==> config.mk <==
export PLATFORM = sky130hd
export DESIGN_NAME = pipe_spawner
export DESIGN_NICKNAME = d
export VERILOG_FILES = /design/src/rtl/pipe_spawner.sv
export SDC_FILE = /design/constraint.sdc
export NUM_CORES = 1
export LEC_CHECK = 0
export ABC_CLOCK_PERIOD_IN_PS = 3200
export CAP_MARGIN = 20
export CORE_ASPECT_RATIO = 1.2
export CORE_MARGIN = 3
export CORE_UTILIZATION = 53
export CTS_CLUSTER_DIAMETER = 40
export DETAILED_ROUTE_END_ITERATION = 8
export GPL_ROUTABILITY_DRIVEN = 1
export PLACE_DENSITY = 0.81
export SLEW_MARGIN = 20
export SYNTH_ARGS = -nofsm -noshare
export SYNTH_HDL_FRONTEND = slang
export SYNTH_SLANG_ARGS = --single-unit
==> constraint.sdc <==
create_clock -name clk -period 3.2 [get_ports clk]
set_input_delay 0.32 -clock clk [delete_from_list [all_inputs] [get_ports clk]]
set_output_delay 0.32 -clock clk [all_outputs]
set_load 0.01 [all_outputs]
==> src/rtl/pipe_spawner.sv <==
// -----------------------------------------------------------------------------
// pipe_spawner
//   Turns the 5-bit LFSR word into the scrolling pipe obstacles of the game.
//   Four pipe slots (right-edge X, gap-centre Y, valid) scroll left once per
//   frame tick. A new pipe spawns after every SPACING pixels of scroll, and
//   score_pulse fires when a pipe's right edge crosses BIRD_X. All outputs are
//   registered.
//
//   Optional feature macro: PIPE_SPEEDUP_EN
//     defined   : every 8th score raises the scroll speed by 1 (up to SPEED_MAX)
//     undefined : the scroll speed is the constant SPEED
//
// Ports
//   clk          system clock
//   rst_n        asynchronous active-low reset
//   rnd[4:0]     LFSR word, sampled on the tick that spawns
//   frame_tick   one-cycle pulse per video frame
//   run          game active level
//   clear        synchronous restart pulse (beats run and frame_tick)
//   pipe_x       4 x 11-bit right-edge X, slot k at [11k+10:11k]
//   pipe_gap_y   4 x 9-bit gap centre,   slot k at [9k+8:9k]
//   pipe_valid   slot occupied flags
//   spawn_pulse  one cycle: a pipe was spawned
//   score_pulse  one cycle: a pipe right edge crossed BIRD_X
//   dbg_state    FSM state (0 IDLE, 1 SCROLL, 2 HALT)
// -----------------------------------------------------------------------------
module pipe_spawner #(
    parameter int SCREEN_W  = 640,
    parameter int PIPE_W    = 52,
    parameter int SPACING   = 200,
    parameter int GAP_MIN   = 80,
    parameter int GAP_STEP  = 8,
    parameter int BIRD_X    = 160,
    parameter int SPEED     = 2,
    parameter int SPEED_MAX = 6
) (
    input  logic        clk,
    input  logic        rst_n,
    input  logic [4:0]  rnd,
    input  logic        frame_tick,
    input  logic        run,
    input  logic        clear,
    output logic [43:0] pipe_x,
    output logic [35:0] pipe_gap_y,
    output logic [3:0]  pipe_valid,
    output logic        spawn_pulse,
    output logic        score_pulse,
    output logic [1:0]  dbg_state
);

    localparam int X_W       = 11;
    localparam int G_W       = 9;
    // Speed register is sized for the highest speed the build can reach.
    localparam int SPEED_CAP = (SPEED_MAX > SPEED) ? SPEED_MAX : SPEED;
    localparam int SPD_W     = $clog2(SPEED_CAP + 1);
    localparam int D_W       = $clog2(SPACING + SPEED_CAP + 1);

    localparam logic [X_W-1:0] SPAWN_X    = X_W'(SCREEN_W + PIPE_W);
    localparam logic [X_W-1:0] BIRD_X_V   = X_W'(BIRD_X);
    localparam logic [G_W-1:0] GAP_MIN_V  = G_W'(GAP_MIN);
    localparam logic [G_W-1:0] GAP_STEP_V = G_W'(GAP_STEP);
    localparam logic [D_W-1:0] SPACING_V  = D_W'(SPACING);

    typedef enum logic [1:0] {
        IDLE   = 2'd0,
        SCROLL = 2'd1,
        HALT   = 2'd2
    } state_t;

    state_t                 state, state_nx;
    logic [3:0][X_W-1:0]    x_q, x_nx;
    logic [3:0][G_W-1:0]    g_q, g_nx;
    logic [3:0]             v_q, v_nx;
    logic [D_W-1:0]         dist_q, dist_nx, dist_sum;
    logic [SPD_W-1:0]       speed;
    logic                   tick_go;
    logic                   spawn_nx, score_nx;
    logic                   free_hit;
    logic [1:0]             free_idx;

    // ---------------- FSM ----------------
    always_comb begin
        state_nx = state;
        if (clear) begin
            state_nx = IDLE;
        end else begin
            case (state)
                IDLE:    if (run)  state_nx = SCROLL;
                SCROLL:  if (!run) state_nx = HALT;
                HALT:    state_nx = HALT;
                default: state_nx = IDLE;
            endcase
        end
    end

    assign tick_go = (state == SCROLL) && frame_tick && !clear;

    // ---------------- tick datapath ----------------
    always_comb begin
        x_nx     = x_q;
        g_nx     = g_q;
        v_nx     = v_q;
        dist_nx  = dist_q;
        spawn_nx = 1'b0;
        score_nx = 1'b0;
        free_hit = 1'b0;
        free_idx = 2'd0;

        // Free slot is chosen from the pre-retire flags, so a slot retired on
        // this tick only becomes reusable on the following tick.
        for (int k = 3; k >= 0; k--) begin
            if (!v_q[k]) begin
                free_hit = 1'b1;
                free_idx = 2'(k);
            end
        end

        for (int k = 0; k < 4; k++) begin
            if (v_q[k]) begin
                if (x_q[k] <= X_W'(speed)) begin
                    v_nx[k] = 1'b0;
                end else begin
                    x_nx[k] = x_q[k] - X_W'(speed);
                    if ((x_q[k] > BIRD_X_V) && (x_nx[k] <= BIRD_X_V))
                        score_nx = 1'b1;
                end
            end
        end

        dist_sum = dist_q + D_W'(speed);
        if (dist_sum >= SPACING_V) begin
            if (free_hit) begin
                spawn_nx       = 1'b1;
                dist_nx        = dist_sum - SPACING_V;
                x_nx[free_idx] = SPAWN_X;
                g_nx[free_idx] = GAP_MIN_V + G_W'(rnd) * GAP_STEP_V;
                v_nx[free_idx] = 1'b1;
            end else begin
                // Hold at the threshold so the spawn retries next tick.
                dist_nx = SPACING_V;
            end
        end else begin
            dist_nx = dist_sum;
        end
    end

    // ---------------- registers ----------------
    always_ff @(posedge clk or negedge rst_n) begin
        if (!rst_n) begin
            state       <= IDLE;
            x_q         <= '0;
            g_q         <= '0;
            v_q         <= '0;
            dist_q      <= SPACING_V;
            spawn_pulse <= 1'b0;
            score_pulse <= 1'b0;
        end else begin
            state       <= state_nx;
            spawn_pulse <= 1'b0;
            score_pulse <= 1'b0;
            if (clear) begin
                x_q    <= '0;
                g_q    <= '0;
                v_q    <= '0;
                dist_q <= SPACING_V;
            end else if (tick_go) begin
                x_q         <= x_nx;
                g_q         <= g_nx;
                v_q         <= v_nx;
                dist_q      <= dist_nx;
                spawn_pulse <= spawn_nx;
                score_pulse <= score_nx;
            end
        end
    end

`ifdef PIPE_SPEEDUP_EN
    logic [2:0] score_cnt;

    // The raised speed lands on the same edge as the 8th score pulse, so it
    // takes effect from the next tick.
    always_ff @(posedge clk or negedge rst_n) begin
        if (!rst_n) begin
            speed     <= SPD_W'(SPEED);
            score_cnt <= 3'd0;
        end else if (clear) begin
            speed     <= SPD_W'(SPEED);
            score_cnt <= 3'd0;
        end else if (tick_go && score_nx) begin
            score_cnt <= score_cnt + 3'd1;
            if ((score_cnt == 3'd7) && (speed < SPD_W'(SPEED_MAX)))
                speed <= speed + SPD_W'(1);
        end
    end
`else
    assign speed = SPD_W'(SPEED);
`endif

    assign pipe_x     = x_q;
    assign pipe_gap_y = g_q;
    assign pipe_valid = v_q;
    assign dbg_state  = state;

endmodule

---- After elaboration in Yosys (flattened, before gate mapping) ----
Cells that the tools add are included.
cells by class
  reduce and logical (&&, ||, !) cells .... 14
  bitwise logic cells ..................... 4
  magnitude comparators ................... 15
  add/sub/neg operators ................... 7
  muxes and demuxes ....................... 69
  equal/unequal tests ..................... 4
operators by type and width
  cell                     count
  $mux W44                 4
  $mux W36                 4
  $mux W11                 9
  $gt A11 B8 Y1 const B    4
  $le A11 B2 Y1 const B    4
  $le A11 B8 Y1 const B    4
  $sub A11 B2 Y11 const B  4
  $bwmux W36               1
  $mux W8                  4
  $mux W1                  31
  $and A24 B24 Y24         1
  $not A24 Y24             1
  $demux W11 S2            1
  $or A20 B20 Y20          1
  $demux W9 S2             1
  $mux W4                  4
  $mux W2                  7
  $add A7 B8 Y9 const A    1
  $mux W9                  1
  $add A8 B2 Y8 const B    1
  $ge A8 B8 Y1 const B     1
  $sub A8 B8 Y8 const B    1
  $logic_and A1 B1 Y1      7
  $ne A3 B3 Y1 const B     2
  12 further kinds         14
storage, ports and cells
  flip-flop bits (word level) ............. 96
  output and inout bits ................... 88
  input bits .............................. 10
  logic and storage cells ................. 126

---- Depth between registers and ports, before layout ----
  word-level depth ........................ 17
  depth in mapped cells ................... 9
  depth with buffers taken out ............ 8

---- Worst setup path after synthesis ----
Ideal clock, no wire load.
  path kind ............................... reg2reg
  start ................................... reg x_q (netlist bit pipe_x[36])
  end ..................................... reg score_pulse
  slack ................................... 810 ps
  path buffers ............................ 2
  arrival time ............................ 2313 ps
  stages on the path, launching flop included .. 9
  clock period less this slack ............ 2390 ps
  data required time ...................... 3124 ps
  setup time .............................. 76 ps
  cells stage by stage .................... dfrtp_1 -> buf_6 -> or4_1 -> buf_2 -> or4_1 -> a32o_2 -> a2111oi_2 -> a41oi_1 -> o21ai_1
between the ends
  cells in the longest elaborated chain, start to end .. 8
  elaborated cells between the ends (all ways) .. 10
  those cells by class .................... add/sub (1); order compare (3); mux (5); reduce/logical (1)
RTL lines
  element                 line  source
  from (decl)             71    logic [3:0][X_W-1:0] x_q, x_nx;
  from (signal assigned)  167   x_q <= x_nx;
  $sub A11 B2 Y11         123   x_nx[k] = x_q[k] - X_W'(speed);
  $le A11 B8 Y1           124   if ((x_q[k] > BIRD_X_V) && (x_nx[k] <= BIRD_X_V))
  $logic_and A1 B1 Y1     124
  $mux W1                 124
  $mux W1 *               120   if (x_q[k] <= X_W'(speed)) begin
  $mux W1 *               119   if (v_q[k]) begin
  $mux W1 *               166   end else if (tick_go) begin
  $mux W1 *               161   if (clear) begin
  to (signal assigned)    172   score_pulse <= score_nx;
  to (decl)               47    output logic score_pulse,
Every way passes the cells marked *; elsewhere a longest branch is shown, timed or not.
A chain may end at the register's enable or synchronous reset.

---- Final worst setup path ----
  start ................................... reg x_q (netlist bit pipe_x[35])
  end ..................................... reg score_pulse
Same word-level chain as after synthesis.

==> run_results.csv <==
group,metric,value,unit
outcome,outcome,"finished clean",
critical_path,reg2regPathDepth,8,
critical_path,path_cells,"inv_1 -> ha_1 -> nor3b_1 -> o21ai_0 -> a32o_2 -> a2111oi_2 -> a41oi_1 -> o21ai_1",
cells_and_area,drive_gt1_frac,0.0648,
critical_path,end_kind,"register",
sta,setup_violations,0,
synth,synth_top_area_cell,"dfrtp_1",
critical_path,crit_path_top_delay_cell,"nor3b_1",
cells_and_area,final_area,6530,µm²
sta,slew_headroom,0.419,
synth,synth-seq-area-share,0.390,
critical_path,worst-path-max-fanout,8,
global_route,grt.total_usage,0.263,
sta,fin_ws,400,ps
cells_and_area,nNetsFinal,701,
sta,tightest_slew,869,ps
floorplanning,die_area,11300,µm²
sta,post-route-period-util,0.875,
critical_path,startpoint_type,"register",
cells_and_area,area_growth,22.4,%
cts,cts_root_buf,"clkbuf_16",
cts,postCtsSetupRepairBufs,0,
power,power,3380,µW
placement,hpwl,10300,µm
critical_path,path_delay_family,"compound AO/OA/AOI/OAI gates",
cts,ctsHoldBuffers,0,
synth,ys_warn_count,0,
sta,fin_setup_tns,0,ps
sta,rsz0062_at_grt,"no",
critical_path,cp.arrival,3070,ps
cts,cts_tree,"yes",
synth,synth_top_area_share,0.375,
floorplanning,dieWidth,97.6,µm
sta,hold_violations,0,
floorplanning,die_h,116,µm
synth,synthTopCellsByArea,"dfrtp_1, mux2i_1, nor2_1",
cts,cts.sinks,83,
synth,synthArstFlopShare,1.00,
cells_and_area,multi_input_area,2950,µm²
synth,synth-edff-count,0,
placement,dpl_worst_slack,412,ps
global_route,grt_max_degree,84,
cts,clk_latency,340,ps
critical_path,reg2reg_to,"score_pulse",
synth,postSynthCellCount,608,
detailed_routing,drtPass1Iterations,5,
job,cap_viol_max_count,0,
critical_path,criticalPathCategory,"reg2reg",
cts,clock_path_buffers,2,
cells_and_area,nFillCells,765,
sta,maxSlewViolCount,0,
synth,synthFlopType,"dfrtp_1",
detailed_routing,drt_iter0_drc,436,
critical_path,path_buf_inv,1,
power,power.leakage,0.00266,µW
floorplanning,core,9660,µm²
detailed_routing,vias,5051,
cts,clk_pin_slew,60,ps
critical_path,reg2reg_from,"pipe_x[35]",
cts,htreeDepth,3,
cells_and_area,diodes,0,
synth,syn_area,5340,µm²
placement,place_area,6200,µm²
critical_path,worstPathRequired,3470,ps
synth,ys_seq_elements,83,
detailed_routing,remaining_drc_errors,0,
critical_path,max_stage_delay,720,ps
power,max-vdd-ir-drop,0.000357,V
sta,max_freq,357,MHz
detailed_routing,wirelength,14700,µm
critical_path,r2r_slack,400,ps
synth,synth_area_per_cell,8.77,µm²
detailed_routing,wl_per_cell,18.4,µm
power,power_density,517,nW/µm²
placement,gp_congestion,0.910,
floorplanning,start_util,0.552,
cts,postCtsResizedCells,0,
sta,clock_skew,5.03,ps
global_route,antenna_found_initial,0,
global_route,grt_overflow,0,
placement,io_buffers,85,
synth,synth_cell_types,72,
floorplanning,rows,39,
cells_and_area,regArea,2080,µm²
detailed_routing,viasPerCell,6.30,
worst_hold_path,hold_path.class,"in2async",
sta,min_period,2800,ps
cts,cts-buffers-inserted,9,
global_route,grt_pass1_vias,4737,
global_route,grt_pass1_wl,24400,µm
detailed_routing,antenna_left,0,
floorplanning,io_pins,98,
worst max-delay path by stage:
stage | depth (start not counted) | endpoint | from
finish | 8 | score_pulse | pipe_x[35]
global route | 8 | score_pulse | pipe_x[35]
CTS | 8 | score_pulse | pipe_x[35]
detailed placement | 8 | score_pulse | pipe_x[35]
global placement | 8 | score_pulse | pipe_x[35]
floorplan | 8 | score_pulse | pipe_x[36]
layout make-up:
| cell class | count | area share |
|---|---|---|
| multi-input combinational | 460 | 0.452 |
| timing repair buffer | 96 | 0.142 |
| clock inverter | 7 | 0.0155 |
| inverter | 24 | 0.0138 |
| sequential | 83 | 0.319 |
| tap | 123 | 0.0236 |
| clock buffer | 9 | 0.0345 |
kinds of logic after synthesis:
| kind of cell | share of synthesized area |
|---|---|
| buf+inv | 0.0647 |
| fa+ha+maj | 0.0399 |
| flops | 0.390 |
| simple gates | 0.208 |
| mux | 0.0528 |
| compound gates | 0.226 |
| xor+xnor | 0.0181 |
| other cells | 0.000703 |
per-stage QoR:
step	utilization	std cells	hold WS [ps]
after global routing	0.676	802	93.0
final	0.676	802	33.9
after floorplan	-	619	24.4
after global placement	0.642	786	502
after CTS	0.676	802	220
after detailed placement	0.642	786	514
state kept, by name, summed over array words and instances, names as in the netlist:
register	cells
pipe_gap_y	24
pipe_valid	4
dist_q	7
score_pulse	1
dbg_state	2
spawn_pulse	1
pipe_x	44
synth_stat cells, types with 4 or more instances:
cell type	number
nand4_1	6
dfrtp_1	80
nand3b_1	5
mux2i_1	27
xor2_1	5
o211ai_1	8
xnor2_1	6
or3_1	5
o31ai_1	5
nand2_1	32
o32a_1	4
buf_4	12
nor3b_1	9
o21a_1	13
clkbuf_1	33
nor2b_1	11
nor3_1	21
o41ai_1	5
a31oi_1	17
inv_1	23
o21ai_0	46
nor2_1	64
or4_1	10
buf_2	5
nor4_1	16
a21oi_1	32
nand3_1	18
ha_1	17
power by group:
part           internal, µW  switching [µW]  total [µW]
sequential             1130             112        1240
clock                   689             442        1130
combinational           386             621        1010
total                  2200            1170        3380
per-layer routing:
metal	GRT usage	wire, µm	share of wire
met1	0.342	6140	0.42
met2	0.444	7360	0.50
met3	0.0500	983	0.067
met4	0.0942	255	0.017
met5	0	0	0
placed cells by master (no fill, tap or decap), types with 4 or more instances in the layout:
cell / instances
nand3b_1: 5
nand3_1: 18
nor2b_1: 11
o211ai_1: 8
o21a_1: 13
ha_1: 17
o32a_1: 4
conb_1: 12
nor4_1: 16
inv_1: 23
or3_1: 5
a31oi_1: 17
nor3b_1: 9
clkbuf_16: 9
nand4_1: 6
xor2_1: 5
xnor2_1: 6
o21ai_0: 45
clkdlybuf4s50_1: 83
o31ai_1: 5
or4_1: 10
buf_4: 11
dfrtp_1: 80
nor2_1: 64
mux2i_1: 27
a21oi_1: 32
nand2_1: 32
o41ai_1: 5
nor3_1: 21
Power figures use the tool's default switching activity.
